$ cat src/rtl/multicycle_control.sv
// Multicycle MIPS-style main control FSM (fetch/decode/mem/exec/branch).
// Define MULTICYCLE_JUMP_EN to add the J-type JUMP state.
module multicycle_control (
  input  logic       clk,
  input  logic       rst_n,
  input  logic [5:0] opcode,
  input  logic       mem_ready,
  output logic       pc_write,
  output logic       pc_write_cond,
  output logic       iord,
  output logic       mem_read,
  output logic       mem_write,
  output logic       ir_write,
  output logic       reg_dst,
  output logic       mem_to_reg,
  output logic       reg_write,
  output logic       alu_src_a,
  output logic [1:0] alu_src_b,
  output logic [1:0] alu_op,
  output logic [1:0] pc_source,
  output logic       illegal_op,
  output logic [3:0] state
);

  typedef enum logic [3:0] {
    FETCH  = 4'd0,
    DECODE = 4'd1,
    MEMADR = 4'd2,
    MEMRD  = 4'd3,
    MEMWB  = 4'd4,
    MEMWR  = 4'd5,
    EXEC   = 4'd6,
    ALUWB  = 4'd7,
`ifdef MULTICYCLE_JUMP_EN
    BRANCH = 4'd8,
    JUMP   = 4'd9
`else
    BRANCH = 4'd8
`endif
  } state_t;

  localparam logic [5:0] OP_R   = 6'b000000;
  localparam logic [5:0] OP_LW  = 6'b100011;
  localparam logic [5:0] OP_SW  = 6'b101011;
  localparam logic [5:0] OP_BEQ = 6'b000100;
`ifdef MULTICYCLE_JUMP_EN
  localparam logic [5:0] OP_J   = 6'b000010;
`endif

  state_t state_q;
  logic   is_mem;
  logic   is_r;
  logic   is_beq;
  logic   is_j;

  assign is_mem = (opcode == OP_LW) || (opcode == OP_SW);
  assign is_r   = (opcode == OP_R);
  assign is_beq = (opcode == OP_BEQ);
`ifdef MULTICYCLE_JUMP_EN
  assign is_j   = (opcode == OP_J);
`else
  assign is_j   = 1'b0;
`endif

  assign state = state_q;

  always_ff @(posedge clk or negedge rst_n) begin
    if (!rst_n) begin
      state_q <= FETCH;
    end else begin
      case (state_q)
        FETCH:  if (mem_ready) state_q <= DECODE;
        DECODE: begin
          unique case (1'b1)
            is_mem:  state_q <= MEMADR;
            is_r:    state_q <= EXEC;
            is_beq:  state_q <= BRANCH;
`ifdef MULTICYCLE_JUMP_EN
            is_j:    state_q <= JUMP;
`endif
            default: state_q <= FETCH;
          endcase
        end
        MEMADR: state_q <= (opcode == OP_SW) ? MEMWR : MEMRD;
        MEMRD:  if (mem_ready) state_q <= MEMWB;
        MEMWR:  if (mem_ready) state_q <= FETCH;
        EXEC:   state_q <= ALUWB;
        default: state_q <= FETCH;
      endcase
    end
  end

  always_comb begin
    pc_write      = 1'b0;
    pc_write_cond = 1'b0;
    iord          = 1'b0;
    mem_read      = 1'b0;
    mem_write     = 1'b0;
    ir_write      = 1'b0;
    reg_dst       = 1'b0;
    mem_to_reg    = 1'b0;
    reg_write     = 1'b0;
    alu_src_a     = 1'b0;
    alu_src_b     = 2'b00;
    alu_op        = 2'b00;
    pc_source     = 2'b00;
    illegal_op    = 1'b0;
    case (state_q)
      FETCH: begin
        mem_read  = 1'b1;
        alu_src_b = 2'b01;
        ir_write  = mem_ready;
        pc_write  = mem_ready;
      end
      DECODE: begin
        alu_src_b  = 2'b11;
        illegal_op = !(is_mem || is_r || is_beq || is_j);
      end
      MEMADR: begin
        alu_src_a = 1'b1;
        alu_src_b = 2'b10;
      end
      MEMRD: begin
        mem_read = 1'b1;
        iord     = 1'b1;
      end
      MEMWB: begin
        reg_write  = 1'b1;
        mem_to_reg = 1'b1;
      end
      MEMWR: begin
        mem_write = 1'b1;
        iord      = 1'b1;
      end
      EXEC: begin
        alu_src_a = 1'b1;
        alu_op    = 2'b10;
      end
      ALUWB: begin
        reg_write = 1'b1;
        reg_dst   = 1'b1;
      end
      BRANCH: begin
        alu_src_a     = 1'b1;
        alu_op        = 2'b01;
        pc_write_cond = 1'b1;
        pc_source     = 2'b01;
      end
`ifdef MULTICYCLE_JUMP_EN
      JUMP: begin
        pc_write  = 1'b1;
        pc_source = 2'b10;
      end
`endif
      default: ;
    endcase
    // Strobes are forced low asynchronously so a reset aborts any write.
    if (!rst_n) begin
      pc_write      = 1'b0;
      pc_write_cond = 1'b0;
      ir_write      = 1'b0;
      mem_read      = 1'b0;
      mem_write     = 1'b0;
      reg_write     = 1'b0;
      illegal_op    = 1'b0;
    end
  end

endmodule
$ cat config.mk
export PLATFORM = sky130hd
export DESIGN_NAME = multicycle_control
export DESIGN_NICKNAME = d
export VERILOG_FILES = /design/src/rtl/multicycle_control.sv
export SDC_FILE = /design/constraint.sdc
export NUM_CORES = 1
export LEC_CHECK = 0
export BUFFER_PORTS_ARGS = -buffer_cell sky130_fd_sc_hd__buf_4
export CORE_UTILIZATION = 29
export DETAILED_ROUTE_END_ITERATION = 8
export GPL_TIMING_DRIVEN = 0
export SLEW_MARGIN = 20
export SYNTH_ARGS = -nofsm -noshare
export SYNTH_HDL_FRONTEND = slang
export SYNTH_SLANG_ARGS = --single-unit
$ cat constraint.sdc
create_clock -name clk -period 2.7 [get_ports clk]
set_clock_uncertainty 0.2 [all_clocks]
set_input_delay 0.675 -clock clk [delete_from_list [all_inputs] [get_ports clk]]
set_output_delay 0.675 -clock clk [all_outputs]
set_load 0.02 [all_outputs]
# [Word level (Yosys, flattened, before mapping)]
# Index checks and enable logic that the tools add are counted.
[op_classes] n_eq_ne=14 mux=25 reduce_logical=11
[op_table] op="one-hot mux 4 bit (6 select lines)" n=1
[op_table] op="two-way mux 1 bit" n=17
[op_table] op="== test 4 x 3 -> 1 bit, second input constant" n=4
[op_table] op="== test 6 bit, second input constant" n=2
[op_table] op="two-way mux 4 bit" n=3
[op_table] op="one-hot mux 4 bit (3 select lines)" n=1
[op_table] op="== test 4 x 2 -> 1 bit, second input constant" n=2
[op_table] op="== test 6 x 3 -> 1 bit, second input constant" n=1
[op_table] op="zero test 6 bit" n=1
[op_table] op="!= test 2 bit, second input constant" n=3
[op_table] op="one-hot mux 2 bit (3 select lines)" n=1
[op_table] op="OR reduction 2 bit" n=3
[op_table] op="== test 4 x 1 -> 1 bit, second input constant" n=1
[op_table] op="== test 4 bit, second input constant" n=1
[op_table] op="zero test 4 bit" n=1
[op_table] op="one-hot mux 2 bit (2 select lines)" n=1
[op_table] op="logical OR 1 bit" n=3
[op_table] op="two-way mux 3 bit" n=1
[op_table] op="AND reduction 3 bit" n=1
[op_table] op="OR reduction 3 bit" n=1
[op_table] op="zero test 1 bit" n=1
[word_totals] ff_bits=4 in_bits=9 output_inout_bits=21 elab_cells=51

# [Depth between registers and ports, before layout]
[logic_depth] word_depth=7 mapped_depth=5

# [Least setup slack after synthesis]
# OpenSTA, ideal clock, no wires.
[synth_path] path_kind="flip-flop to output port" from="register state_q[3], in the netlist state[3]" to="output pc_write_cond" arrival_time_ns=1.592 t_required_ns=1.825 slack_ns=0.233 stages_incl_launch_ff=4 path_cell_list="dfrtp_1 -> inv_2 -> nor4_2 -> and2_1"
[synth_via] elab_chain_cells=3
[synth_lines] element="start: declaration" line_no="50" source="state_t state_q;"
[synth_lines] element="start signal: assignment" line_no="84" source="MEMADR: state_q <= (opcode == OP_SW) ? MEMWR : MEMRD;"
[synth_lines] element="== test 4 bit" line_no="108" source="case (state_q)"
[synth_lines] element="two-way mux 1 bit" line_no="108"
[synth_lines] element="two-way mux 1 bit" line_no="158" source="if (!rst_n) begin"
[synth_lines] element="end: declaration" line_no="9" source="output logic pc_write_cond,"
# Every way passes these cells.

# [Worst setup path after layout]
[layout_path] from="input opcode[1]" to="output illegal_op"
[layout_via] elab_chain_cells=7
[layout_lines] element="start: declaration" line_no="6" source="input logic [5:0] opcode,"
[layout_lines] element="== test 6 bit" line_no="56" source="assign is_mem = (opcode == OP_LW) || (opcode == OP_SW);"
[layout_lines] element="logical OR 1 bit" line_no="56"
[layout_lines] element="logical OR 1 bit" line_no="117" source="illegal_op = !(is_mem || is_r || is_beq || is_j);"
[layout_lines] element="logical OR 1 bit *" line_no="117"
[layout_lines] element="zero test 1 bit *" line_no="117"
[layout_lines] element="two-way mux 1 bit *" line_no="108"
[layout_lines] element="two-way mux 1 bit *" line_no="158"
[layout_lines] element="end: declaration" line_no="21" source="output logic illegal_op,"
# Every way passes the cells marked *; elsewhere a longest branch is shown, timed or not.

==> summary.md <==
| Metric | Value |
|---|---|
| List of cells traversed by the critical path | buf_4 > or4_4 > nor2_4 > nor3_1 > buf_4 |
| RePlAce Congestion | 0.704 |
| Final Setup Violations | 0 |
| Clock share of power | 0.302 |
| Setup repair after global routing missed its margin | false |
| Total count of max-transition violations in the final report | 0 |
| Antenna violations before repair | 0 |
| Placed cell count | 110 |
| # port buffers | 28 |
| Net count after synthesis | 75 |
| Worst EP required | 1.82 ns |
| Clock tree from TritonCTS | built |
| Gate Count Post-Synth | 66 |
| Drt first pass iters | 3 |
| Total of warnings raised by yosys | 0 |
| Sequential share of power | 0.270 |
| Clock transition at path regs | 0.04 ns |
| Total overflow reported by the global router | 0 |
| Internal portion of total power | 0.000159 W |
| Post-synth EDFFs | 0 |
| Clock Tree Root | clkbuf_4 |
| Worst setup path category | in -> out |
| Origin of the worst setup path | opcode[1] |
| Total CTS buffers | 3 |
| Post-synth cell types | 35 |
| Average detailed-routed wire length per instance | 11.6 um |
| Total half-perimeter wirelength after legalization and detailed placement | 1030 um |
| Detailed Route WL | 1310 um |
| Worst stage delay on the critical path | 0.54 ns |
| Post-Layout Cell Count | 113 |
| Crit-path slowest cell | or4_4 |
| Tcrit/Tclk final | 0.936 |
| Global-route wire length before repair | 2130 um |
| Peak clock frequency supported by timing | 0.396 GHz |
| P&R area growth vs syn | 52.6% |
| Clock buffer depth | 2 |
| DIE AREA | 1820 um2 |
| Startpoint of the most critical register-to-register path | state[0] |
| Kind of launch point of the worst setup path | input port |
| Worst skew pair latency | 0.23 ns |
| Post-CTS repair timing setup buffer count | 0 |
| Primary FF master, synth | dfrtp_1 |
| CTS HTree Levels | 1 |
| Most repeated library cell on the critical path | buf_4 |
| Sequential-to-total area share from yosys stat | 0.208 |
| Quantity of gates resized following cts | 0 |
| Largest net degree at the start of global routing | 11 |
| Drt via density | 5.01 |
| Max Cap Viol | 0 |
| Area used by multi-input combinational logic | 338 um2 |
| Outcome | complete, no violations |
| Initial cell density of the core | 0.315 |
| Post-synthesis sequential element count | 4 |
| Combined area of all synthesized cells | 480 um2 |
| Area used by sequential logic in the layout | 100 um2 |
| Antenna Cells | 0 |
| Reported net switching power | 0.0000846 W |
| Ratio of cells with drive above 1 in the final layout | 0.454 |
| Number of clock sinks | 4 |
| DRC violation count after routing | 0 |
| Number of vias in the routed layout | 566 |
| Max rail drop VDD | 0.121 mV |
| Max Fanout on Critical Path | 3 |
| Switching part of the total | 0.348 |
| I/O pin total | 30 |
| Via count of the first global-routing pass | 495 |
| Post-route ant nets | 0 |
| Data arrival time of the critical path | 1.65 ns |
| Core Area | 1520 um2 |
| Power density over the cells | 332 nW/um2 |
| 1st-iter DRT viols | 7 |
| Fill cell count | 159 |
| Sum of negative setup slack | 0 ns |
| Total routing resource utilization after global routing | 0.150 |
| Number of buffers inserted for hold repair after clock tree synthesis | 0 |
| Max FFs per register | 4 |
| Final hold vios | 0 |
| Avg Synthesized Cell Area | 7.28 um2 |
| Die boundary width | 42.7 um |
| Static Leak | 0.378 nW |
| Proportion of synthesized flip-flops having asynchronous set or reset | 1.00 |
| Final net count | 108 |
| Worst setup EP type | output port |
| Vertical extent of the die | 42.7 um |
| Proportion of power drawn by combinational gates | 0.428 |
| Hold crit path type | in -> async |
| Clock period minus final worst setup slack | 2.53 ns |
| Number of standard-cell rows in the floorplan | 14 |
power groups by stage:
stage | logic (W) | registers, W | clock network (W)
3_3_place_gp | 0.000103 | 0.0000664 | 0
2_1_floorplan | 0.0000595 | 0.0000699 | 0
6_report | 0.000104 | 0.0000658 | 0.0000734
4_1_cts | 0.000105 | 0.0000658 | 0.0000776
3_5_place_dp | 0.000105 | 0.0000666 | 0
5_1_grt | 0.000114 | 0.0000661 | 0.0000829
kinds of logic (layout without fill, tap and decap cells):
group / Yosys count / count (layout) / synth area share
flops: 4 / 4 / 0.208
simple gates: 45 / 45 / 0.563
xor+xnor: 2 / 2 / 0.0365
buf+inv: 8 / 39 / 0.0885
mux: 1 / 1 / 0.0234
compound gates: 5 / 5 / 0.0729
other cells: 1 / 1 / 0.00781
stage by stage:
stage | utilization | total power [W] | worst slack, ns | hold slack [ns] | instance area [um2]
6_report | 0.481 | 0.000243 | 0.173 | 0.0524 | 733
5_1_grt | 0.481 | 0.000263 | 0.0700 | 0.0416 | 733
4_1_cts | 0.481 | 0.000248 | 0.162 | 0.0446 | 733
3_5_place_dp | 0.466 | 0.000171 | 0.164 | 0.297 | 711
3_3_place_gp | 0.466 | 0.000170 | 0.172 | 0.295 | 711
2_1_floorplan | - | 0.000129 | 0.233 | 0.179 | 480
metal layers:
layer | track usage | vias up | wire, um
li1 | - | 295 | -
met1 | 0.187 | 250 | 565
met2 | 0.252 | 21 | 675
met3 | 0.0298 | 0 | 72
met4 | 0.0563 | 0 | 0
met5 | 0 | - | 0
worst paths after layout:
check | endpoint | slack [ns] | depth (start not counted)
setup / recovery | illegal_op | 0.17 | 5
hold / removal | state[2] | 0.05 | 1
setup reg to reg | state[2] | 1.07 | 5
hold reg to reg | state[0] | 0.44 | 1
max in group asynchronous | state[3] | 2.12 | 1
min in group clk | state[0] | 0.44 | 1
worst max-delay path, delay by kind of cell:
kind                   cells  cell delay, ns
buffers and inverters      2            0.26
and+or+nand+nor            3            0.71
cell type report:
cell class | count | area share
tap | 16 | 0.0273
clock buffer | 3 | 0.0307
multi-input combinational | 54 | 0.461
buffer | 5 | 0.0427
timing repair buffer | 28 | 0.287
sequential | 4 | 0.137
inverter | 3 | 0.0154
synthesized netlist by cell type (all sizes together), types with 2 or more instances:
library cell   n  area (um2)
nand2b         2        12.5
and3           2        13.8
xor2           2        17.5
dfrtp          4         100
nor3           7        46.3
inv            3        11.3
nand3          3        15.0
nand2          6        22.5
nor2          12        52.6
and2           2        12.5
buf            5        31.3
nor4           2        18.8
and3b          2        18.8
placed cells by master, fill, tap and decap left out, types with 2 or more instances in the layout:
cell type,instances
and2_1,2
buf_4,31
clkbuf_4,3
dfrtp_1,4
inv_1,2
nand2_1,6
nand2b_1,2
nand3_1,3
nor2_1,11
nor3_1,6
xor2_1,2
Power figures use the tool's default switching activity.
